[config.mk]
export PLATFORM = sky130hd
export DESIGN_NAME = dsc_chunk_packer
export DESIGN_NICKNAME = d
export VERILOG_FILES = /design/src/rtl/dsc_chunk_packer.sv
export SDC_FILE = /design/constraint.sdc
export NUM_CORES = 1
export LEC_CHECK = 0
export ABC_AREA = 1
export BUFFER_PORTS_ARGS = -buffer_cell sky130_fd_sc_hd__buf_2
export CAP_MARGIN = 20
export CORE_MARGIN = 2
export CORE_UTILIZATION = 35
export CTS_CLUSTER_SIZE = 24
export DETAILED_ROUTE_END_ITERATION = 8
export GPL_TIMING_DRIVEN = 0
export PLACE_DENSITY = 0.6
export SETUP_SLACK_MARGIN = 0.05
export SLEW_MARGIN = 20
export SYNTH_ARGS = -nofsm -noshare
export SYNTH_HDL_FRONTEND = slang
export SYNTH_SLANG_ARGS = --single-unit
[constraint.sdc]
create_clock -name clk -period 5.1 [get_ports clk]
set_input_delay 0.255 -clock clk [delete_from_list [all_inputs] [get_ports clk]]
set_output_delay 0.255 -clock clk [all_outputs]
set_load 0.1 [all_outputs]
[src/rtl/dsc_chunk_packer.sv]
// dsc_chunk_packer: packs DSC encoder bytes into fixed-size chunks,
// zero-pads early-terminated chunks, emits little-endian keep-tagged words.
module dsc_chunk_packer #(
  parameter int OUT_BYTES = 4,
  parameter int CHUNK_W   = 16,
  parameter int NCHUNK_W  = 16
) (
  input  logic                         clk,
  input  logic                         rst,
  input  logic [CHUNK_W-1:0]           cfg_chunk_size,
  input  logic [NCHUNK_W-1:0]          cfg_num_chunks,
  input  logic                         start,
  input  logic                         in_valid,
  output logic                         in_ready,
  input  logic [7:0]                   in_data,
  input  logic                         in_last,
  output logic                         out_valid,
  input  logic                         out_ready,
  output logic [8*OUT_BYTES-1:0]       out_data,
  output logic [OUT_BYTES-1:0]         out_keep,
  output logic                         out_last_chunk,
  output logic                         out_eof,
  output logic                         busy,
  output logic                         done,
  output logic [CHUNK_W+NCHUNK_W-1:0]  pad_bytes
);

  localparam int LW = $clog2(OUT_BYTES);
  localparam int PW = CHUNK_W + NCHUNK_W;
  localparam int DW = 8 * OUT_BYTES;

  typedef enum logic [1:0] {IDLE, FILL, PAD, FINAL} state_t;

  state_t              state;
  logic [CHUNK_W-1:0]  chunk_size;
  logic [CHUNK_W-1:0]  byte_cnt;
  logic [NCHUNK_W-1:0] num_chunks;
  logic [NCHUNK_W-1:0] chunk_cnt;
  logic [LW-1:0]       lane;
  logic [DW-1:0]       acc;

  logic                out_free;
  logic                accept;
  logic                chunk_end;
  logic                frame_end;
  logic                word_full;
  logic [DW-1:0]       new_word;
  logic [OUT_BYTES-1:0] keep_fill;
  logic [OUT_BYTES-1:0] keep_pad;
  logic [CHUNK_W-1:0]  rem;
  logic [CHUNK_W-1:0]  room;
  logic [CHUNK_W-1:0]  pad_n;
  logic [CHUNK_W-1:0]  pad_end;
  logic                pad_done;
  logic [PW:0]         pad_sum;
  logic [PW-1:0]       pad_next;

  // The output register is free when empty or being drained this cycle
  assign out_free  = !out_valid || out_ready;
  assign in_ready  = (state == FILL) && out_free;
  assign accept    = in_valid && in_ready;
  assign chunk_end = (byte_cnt + CHUNK_W'(1)) == chunk_size;
  assign frame_end = chunk_cnt == (num_chunks - NCHUNK_W'(1));
  assign word_full = lane == LW'(OUT_BYTES - 1);

  // Word assembly, keep masks and pad sizing for the current lane
  always_comb begin
    new_word = acc;
    new_word[lane*8 +: 8] = in_data;
    rem     = chunk_size - byte_cnt;
    room    = CHUNK_W'(OUT_BYTES) - CHUNK_W'(lane);
    pad_n   = (room < rem) ? room : rem;
    pad_end = CHUNK_W'(lane) + pad_n;
    pad_done = (byte_cnt + pad_n) == chunk_size;
    for (int i = 0; i < OUT_BYTES; i++) begin
      keep_fill[i] = LW'(i) <= lane;
      keep_pad[i]  = CHUNK_W'(i) < pad_end;
    end
    pad_sum  = {1'b0, pad_bytes} + (PW+1)'(pad_n);
    pad_next = pad_sum[PW] ? '1 : pad_sum[PW-1:0];
  end

  // Frame FSM with registered output word and status
  always_ff @(posedge clk or posedge rst) begin
    if (rst) begin
      state          <= IDLE;
      chunk_size     <= '0;
      num_chunks     <= '0;
      byte_cnt       <= '0;
      chunk_cnt      <= '0;
      lane           <= '0;
      acc            <= '0;
      out_valid      <= 1'b0;
      out_data       <= '0;
      out_keep       <= '0;
      out_last_chunk <= 1'b0;
      out_eof        <= 1'b0;
      busy           <= 1'b0;
      done           <= 1'b0;
      pad_bytes      <= '0;
    end else begin
      done <= 1'b0;
      if (out_valid && out_ready) out_valid <= 1'b0;
      case (state)
        IDLE: begin
          if (start && cfg_chunk_size != '0 && cfg_num_chunks != '0) begin
            chunk_size <= cfg_chunk_size;
            num_chunks <= cfg_num_chunks;
            byte_cnt   <= '0;
            chunk_cnt  <= '0;
            lane       <= '0;
            acc        <= '0;
            pad_bytes  <= '0;
            busy       <= 1'b1;
            state      <= FILL;
          end
        end
        FILL: begin
          if (accept) begin
            if (chunk_end) begin
              out_valid      <= 1'b1;
              out_data       <= new_word;
              out_keep       <= keep_fill;
              out_last_chunk <= 1'b1;
              out_eof        <= frame_end;
              acc            <= '0;
              lane           <= '0;
              byte_cnt       <= '0;
              chunk_cnt      <= chunk_cnt + NCHUNK_W'(1);
              if (frame_end) state <= FINAL;
            end else if (word_full) begin
              out_valid      <= 1'b1;
              out_data       <= new_word;
              out_keep       <= keep_fill;
              out_last_chunk <= 1'b0;
              out_eof        <= 1'b0;
              acc            <= '0;
              lane           <= '0;
              byte_cnt       <= byte_cnt + CHUNK_W'(1);
              if (in_last) state <= PAD;
            end else begin
              acc      <= new_word;
              lane     <= lane + LW'(1);
              byte_cnt <= byte_cnt + CHUNK_W'(1);
              if (in_last) state <= PAD;
            end
          end
        end
        PAD: begin
          if (out_free) begin
            out_valid <= 1'b1;
            out_data  <= acc;
            out_keep  <= keep_pad;
            pad_bytes <= pad_next;
            acc       <= '0;
            lane      <= '0;
            if (pad_done) begin
              out_last_chunk <= 1'b1;
              out_eof        <= frame_end;
              byte_cnt       <= '0;
              chunk_cnt      <= chunk_cnt + NCHUNK_W'(1);
              state          <= frame_end ? FINAL : FILL;
            end else begin
              out_last_chunk <= 1'b0;
              out_eof        <= 1'b0;
              byte_cnt       <= byte_cnt + pad_n;
            end
          end
        end
        FINAL: begin
          if (out_valid && out_ready) begin
            done  <= 1'b1;
            busy  <= 1'b0;
            state <= IDLE;
          end
        end
        default: state <= IDLE;
      endcase
    end
  end

endmodule

==> flow_summary.ini, run 1 <==
[finish]
multi_input_area_sq_um = 7820
layout.nets = 2192
most-common-layout-cells = nand2_1, inv_1, nand3_1
regArea_sq_um = 4340
syn_to_final_growth_pct = 18.9
final_cells = 2574
nFillCells = 3859
antennaDiodeCount = 0
final_common_cell = nand2_1
drive_gt1_share_pct = 17.7

[clock_tree]
clock-sinks = 173
cts_buffers = 17
clockBufferDepth = 2
h-tree-depth = 4
cts-root-buf = clkbuf_16
path_clk_slew_ns = 0.07
cts_tree = yes
clock_latency_ns = 0.47

[detailed_routing]
wl_um = 40800
vias = 13174
route.detailed.drc = 0
first_pass_iters = 5
drt-initial-drc-count = 829
wire_per_inst_um = 15.9
antenna_left = 0
vias_per_cell = 5.12

[power]
p_leak_nw = 7.84
power_density_nw_per_um2 = 530
vdd_drop_max_mv = 0.301

[yosys]
yosys.area.top_type = dfrtp_1
synth_ff_type = dfrtp_1
synth_edf_count = 0
ys_async_sr_fraction_pct = 100
synthDistinctLibCells = 54
syn-cell-area_sq_um = 13000
synth_seq_cells = 173
yosys_warnings = 0
synth_area_leaders = dfrtp_1, nand2_1, nand3_1
syn_area_per_cell_sq_um = 6.81
synth_top_area_share_pct = 33.2
netlist_instances = 1915
ys_seq_area_share_pct = 33.2

[sta]
slew_viol_final = 0
rsz0062_at_grt = true
fin_crit_ns = 4.93
setup_viol = 0
fin_skew_ns = 0.0317
fmaxAchievable_ghz = 0.203
fin_crit_sh_pct = 96.7
hold_viol = 0
worst_pin_slew_ns = 0.798
worst_slack_ns = 0.166
slew_headroom_pct = 46.6

[global_routing]
grt_use_met1_pct = 28.5
grt_max_degree = 97
grt_first_pass_wirelength_um = 65600
grt_pass1_vias = 12734
grtUsageTotal_pct = 21.3
overflow = 0
antenna_found_initial = 0
top_usage_layer = met2
gr-usage-met2_pct = 35.3
gr-usage-met3_pct = 2.82

[placed_design]
place_congestion = 0.955
place_inst = 2511
port_buffers = 119
dp_slack_ns = -1.13
dp.final_hpwl_um = 31200

[floorplan]
ioPinCount = 120
dieArea_sq_um = 38800
die_x_um = 197
die_y_um = 197
num_rows = 70
start_util_pct = 35.6
coreArea_sq_um = 36700

[setup_path]
critPathLaunchType = flip-flop
timing.setup.critical_path_class = reg2reg
arrival_ns = 5.27
cpMostUsedCell = nand2_2
setup.worst_path.end_class = flip-flop
required_ns = 5.44
crit_fanout = 6
cpPeakStageDelay_ns = 0.40
slowest_stage = fa_2

[worst_hold_path]
hold_path.class = in2reg

[job]
maxCapViolCount = 0

[run_status]
outcome = completed
[cells in the mapped netlist (all sizes together), types with 2 or more instances]
cell and instances:
a21oi 42, a31oi 4, and2 2, buf 25
clkbuf 34, clkinv 2, dfrtp 173, fa 4
ha 49, inv 247, mux2 12, nand2 624
nand3 204, nand3b 6, nand4 41, nor2 151
nor3 20, nor4 17, o21a 3, o21ai 152
o21bai 2, o221ai 3, o22ai 25, or2 10
xnor2 12, xnor3 3, xor2 40
[kinds of logic (layout without fill, tap and decap cells)]
kind of cell,count (synthesis),after routing,share of synthesized area [%]
other,1,9,0.0287
adders and majority gates,53,53,5.31
AOI/OAI and AO/OA,235,235,10.1
buffers and inverters,308,491,9.32
muxes,12,12,1.04
and+or+nand+nor,1078,1078,36.9
DFF,173,173,33.2
xor gates and xnor gates,55,55,4.07
[final timing paths]
check                                         from              to  slack (ns)  cells after the start
worst max-delay path                 chunk_size[0]   chunk_cnt[12]        0.17                     33
worst min-delay path            cfg_num_chunks[12]  num_chunks[12]        0.05                      2
worst max register to register       chunk_size[0]   chunk_cnt[12]        0.17                     33
worst min register to register        out_data[12]    out_data[12]        0.48                      2
max in group asynchronous                      rst          acc[1]        3.76                      4
min in group asynchronous                      rst  num_chunks[12]        0.43                      3
[critical path: cells and delay by family (launching register included)]
family	cells	cell delay, ns
flip-flops	1	0.39
adder cells (fa/ha/maj)	5	1.40
AO/OA/AOI/OAI	5	0.77
XOR/XNOR	1	0.22
AND/OR/NAND/NOR	16	1.54
buffers and inverters	6	0.49
[layer usage]
metal  vias up  routed length (um)
li1       6536                   -
met1      6221               18900
met2       347               19000
met3        70                1700
met4         0                1290
met5         -                   0
[what timing repair did]
action                                 in CTS  in global routing
buffers inserted                            6                 23
hold buffers                                1                  0
setup endpoints to repair                  68                 68
pin swaps                                   5                 32
endpoints found under the hold margin      77                  0
cloned                                      0                  2
resized for setup                          30                 70
[registers in the layout, indices dropped and copies added (netlist names)]
signal          cells
busy                1
out_keep            4
num_chunks         16
out_data           32
acc                32
byte_cnt           16
out_eof             1
done                1
chunk_size         16
out_valid           1
lane                2
state               2
chunk_cnt          16
out_last_chunk      1
pad_bytes          32
[stage by stage]
stage          TNS, ns  instance area (sq um)  utilization (%)  hold slack [ns]  total power [mW]
6_report             0                  15500             42.3           0.0536              8.23
5_1_grt          -1.69                  15500             42.3           0.0477              8.89
4_1_cts              0                  15000             41.0           0.0347              7.95
3_5_place_dp    -61.40                  14300             39.0            0.384              6.50
3_3_place_gp   -450.02                  14300             38.9            0.460              6.45
2_1_floorplan        0                  13100                -            0.403              5.33
[power breakdown]
group / switching (mW) / internal, mW
registers: 0.318 / 1.65
clock network: 0.657 / 0.717
logic: 3.41 / 1.48
total: 4.38 / 3.85
[area by class of cell]
type	count	area share (%)
clock inverter	14	1.07
sequential	173	28.0
buffer	58	2.04
inverter	249	6.13
timing repair buffer	152	5.79
tap	468	3.77
multi-input combinational	1442	50.4
clock buffer	18	2.83
Power figures use the tool's default switching activity.
==> inputs of run 2 (changes only) <==
--- a/config.mk
+++ b/config.mk
@@ -5,7 +5,6 @@
 export SDC_FILE = /design/constraint.sdc
 export NUM_CORES = 1
 export LEC_CHECK = 0
-export ABC_AREA = 1
 export BUFFER_PORTS_ARGS = -buffer_cell sky130_fd_sc_hd__buf_2
 export CAP_MARGIN = 20
 export CORE_MARGIN = 2
==> flow_summary.ini, run 2 <==
[run_status]
outcome = finished with violations
violations = negative setup slack

[setup_path]
crit_fanout = 5
timing.setup.critical_path_class = reg2reg
required_ns = 5.42
critPathLaunchType = flip-flop
arrival_ns = 6.58
worstRegToRegCells = 31
slowest_stage = dfrtp_1
cpPeakStageDelay_ns = 0.41
setup.worst_path.end_class = flip-flop

[power]
p_leak_nw = 5.99
power_density_nw_per_um2 = 717
vdd_drop_max_mv = 0.390

[yosys]
yosysMostFrequentCell = dfrtp_1
ys_async_sr_fraction_pct = 100
synth_ff_type = dfrtp_1
synth_top_area_share_pct = 38.6
ys_seq_area_share_pct = 38.6
syn_area_per_cell_sq_um = 9.10
yosys.area.top_type = dfrtp_1
syn-cell-area_sq_um = 11200
synth_seq_cells = 173
synth_area_leaders = dfrtp_1, ha_1, o21ai_0
yosys_warnings = 0
synth_common_cells = dfrtp_1, nand2_1, nor2_1
synth_edf_count = 0
synthDistinctLibCells = 86
netlist_instances = 1234

[placed_design]
dp_slack_ns = -2.47
port_buffers = 111
place_congestion = 0.890
place_inst = 1757
dp.final_hpwl_um = 24600

[sta]
fmaxAchievable_ghz = 0.160
fin_crit_ns = 6.26
hold_viol = 0
worst_pin_slew_ns = 1.02
slew_viol_final = 0
setup_viol = 68
fin_crit_sh_pct = 123
rsz0062_at_grt = true
slew_headroom_pct = 31.7
worst_slack_ns = -1.16
fin_skew_ns = 0.0162

[floorplan]
ioPinCount = 120
die_y_um = 183
coreArea_sq_um = 31600
die_x_um = 183
start_util_pct = 35.6
dieArea_sq_um = 33500
num_rows = 65

[global_routing]
grt_first_pass_wirelength_um = 54800
antenna_found_initial = 0
grt_pass1_vias = 9956
overflow = 0
grt_max_degree = 63
grtUsageTotal_pct = 20.7

[finish]
top_regs = acc: 32 flops, out_data: 32 flops, pad_bytes: 32 flops
final_cells = 1840
antennaDiodeCount = 0
final_common_cell = dfrtp_1
drive_gt1_share_pct = 25.9
nFillCells = 3091
layout.nets = 1524
most-common-layout-cells = dfrtp_1, buf_2, nor2_1
syn_to_final_growth_pct = 26.0

[detailed_routing]
wl_um = 34600
route.detailed.drc = 0
wire_per_inst_um = 18.8
vias = 10411
topRoutingLayerUsed = met4
wl_met3_um = 1790
vias_per_cell = 5.66
drt-initial-drc-count = 881
dr_wl_met2_um = 15900
first_pass_iters = 5
wl_met1_um = 16200
antenna_left = 0

[clock_tree]
clock_latency_ns = 0.45
cts_buffers = 17
h-tree-depth = 4
cts_tree = yes
clock-sinks = 173
clockBufferDepth = 2
cts-root-buf = clkbuf_16
path_clk_slew_ns = 0.07

[worst_hold_path]
min_path_cells = 2
hold_path.class = in2reg

[job]
maxCapViolCount = 0
run 2: cell count changes after synthesis, moves of 35 or more:
cell	delta
nor2_1	-36
a22o_1	+45
xnor2_1	+35
nand3_1	-152
nand2_1	-497
inv_1	-182
run 2: cell type report:
cell class / instances / area [sq um] / share of cell area (%)
clock buffers: 18 / 429 / 3.03
flip-flops and latches: 173 / 4330 / 30.6
multi-input cells: 948 / 7050 / 49.8
repair buffers: 166 / 1070 / 7.58
inverters: 57 / 224 / 1.58
clock inverters: 14 / 205 / 1.45
well taps: 402 / 503 / 3.56
plain buffers: 62 / 332 / 2.34
run 2: worst max-delay path, delay by kind of cell (launching register included):
kind	cells	cell delay, ns
fa+ha+maj	4	0.95
xor+xnor	2	0.39
mux	1	0.34
simple gates	5	0.93
compound gates	11	2.05
buf+inv	8	1.06
flops	1	0.41
run 2: path summary, 6_finish.rpt:
check | startpoint | end | slack (ns)
max reg2reg | chunk_size[0] | chunk_cnt[13] | -1.16
max in group asynchronous | rst | byte_cnt[2] | 3.75
min | cfg_chunk_size[11] | chunk_size[11] | 0.05
min in group asynchronous | rst | done | 0.35
max | chunk_size[0] | chunk_cnt[13] | -1.16
min reg2reg | out_last_chunk | out_last_chunk | 0.49
run 2: cell families (layout without fill, tap and decap cells):
group                      count (synthesis)  after routing  share of synthesized area (%)
buffers and inverters                    122            317                           4.47
adders and majority gates                 53             53                           6.17
AOI/OAI and AO/OA                        385            385                           23.3
DFF                                      173            173                           38.6
xor gates and xnor gates                  72             72                           5.86
other                                      1              9                         0.0334
muxes                                     45             45                           4.42
and+or+nand+nor                          383            384                           17.2
run 2: repair_timing:
item                       4_1_cts  5_1_grt
resized for setup               77       80
hold buffers                     1        0
hold endpoints to repair        54        0
setup buffers                   44        6
pin swaps                       31       24
setup endpoints to repair       72       68
cloned                           4        0
run 2: routing by layer:
metal | up-vias | global-route usage [%]
met2 | 314 | 32.5
li1 | 4935 | -
met1 | 5118 | 29.5
met3 | 44 | 2.74
met5 | - | 0
met4 | 0 | 6.69
run 2: power by group:
part	leakage, nW	switching (mW)	internal [mW]
Sequential	2.24	0.451	1.79
Clock	0.313	0.611	0.832
Combinational	3.43	4.38	2.07
Total	5.99	5.45	4.69
run 2: per-stage QoR:
step	power (mW)	utilization [%]	cell area, sq um	TNS [ns]	hold WS [ns]
after floorplan	6.69	-	11400	-31.09	0.404
after global placement	7.94	39.4	12400	-488.41	0.468
after detailed placement	8.03	39.6	12500	-114.54	0.302
after CTS	9.91	43.8	13800	-49.74	0.0259
after global routing	10.8	44.8	14100	-70.77	0.0416
final	10.1	44.8	14100	-50.63	0.0474
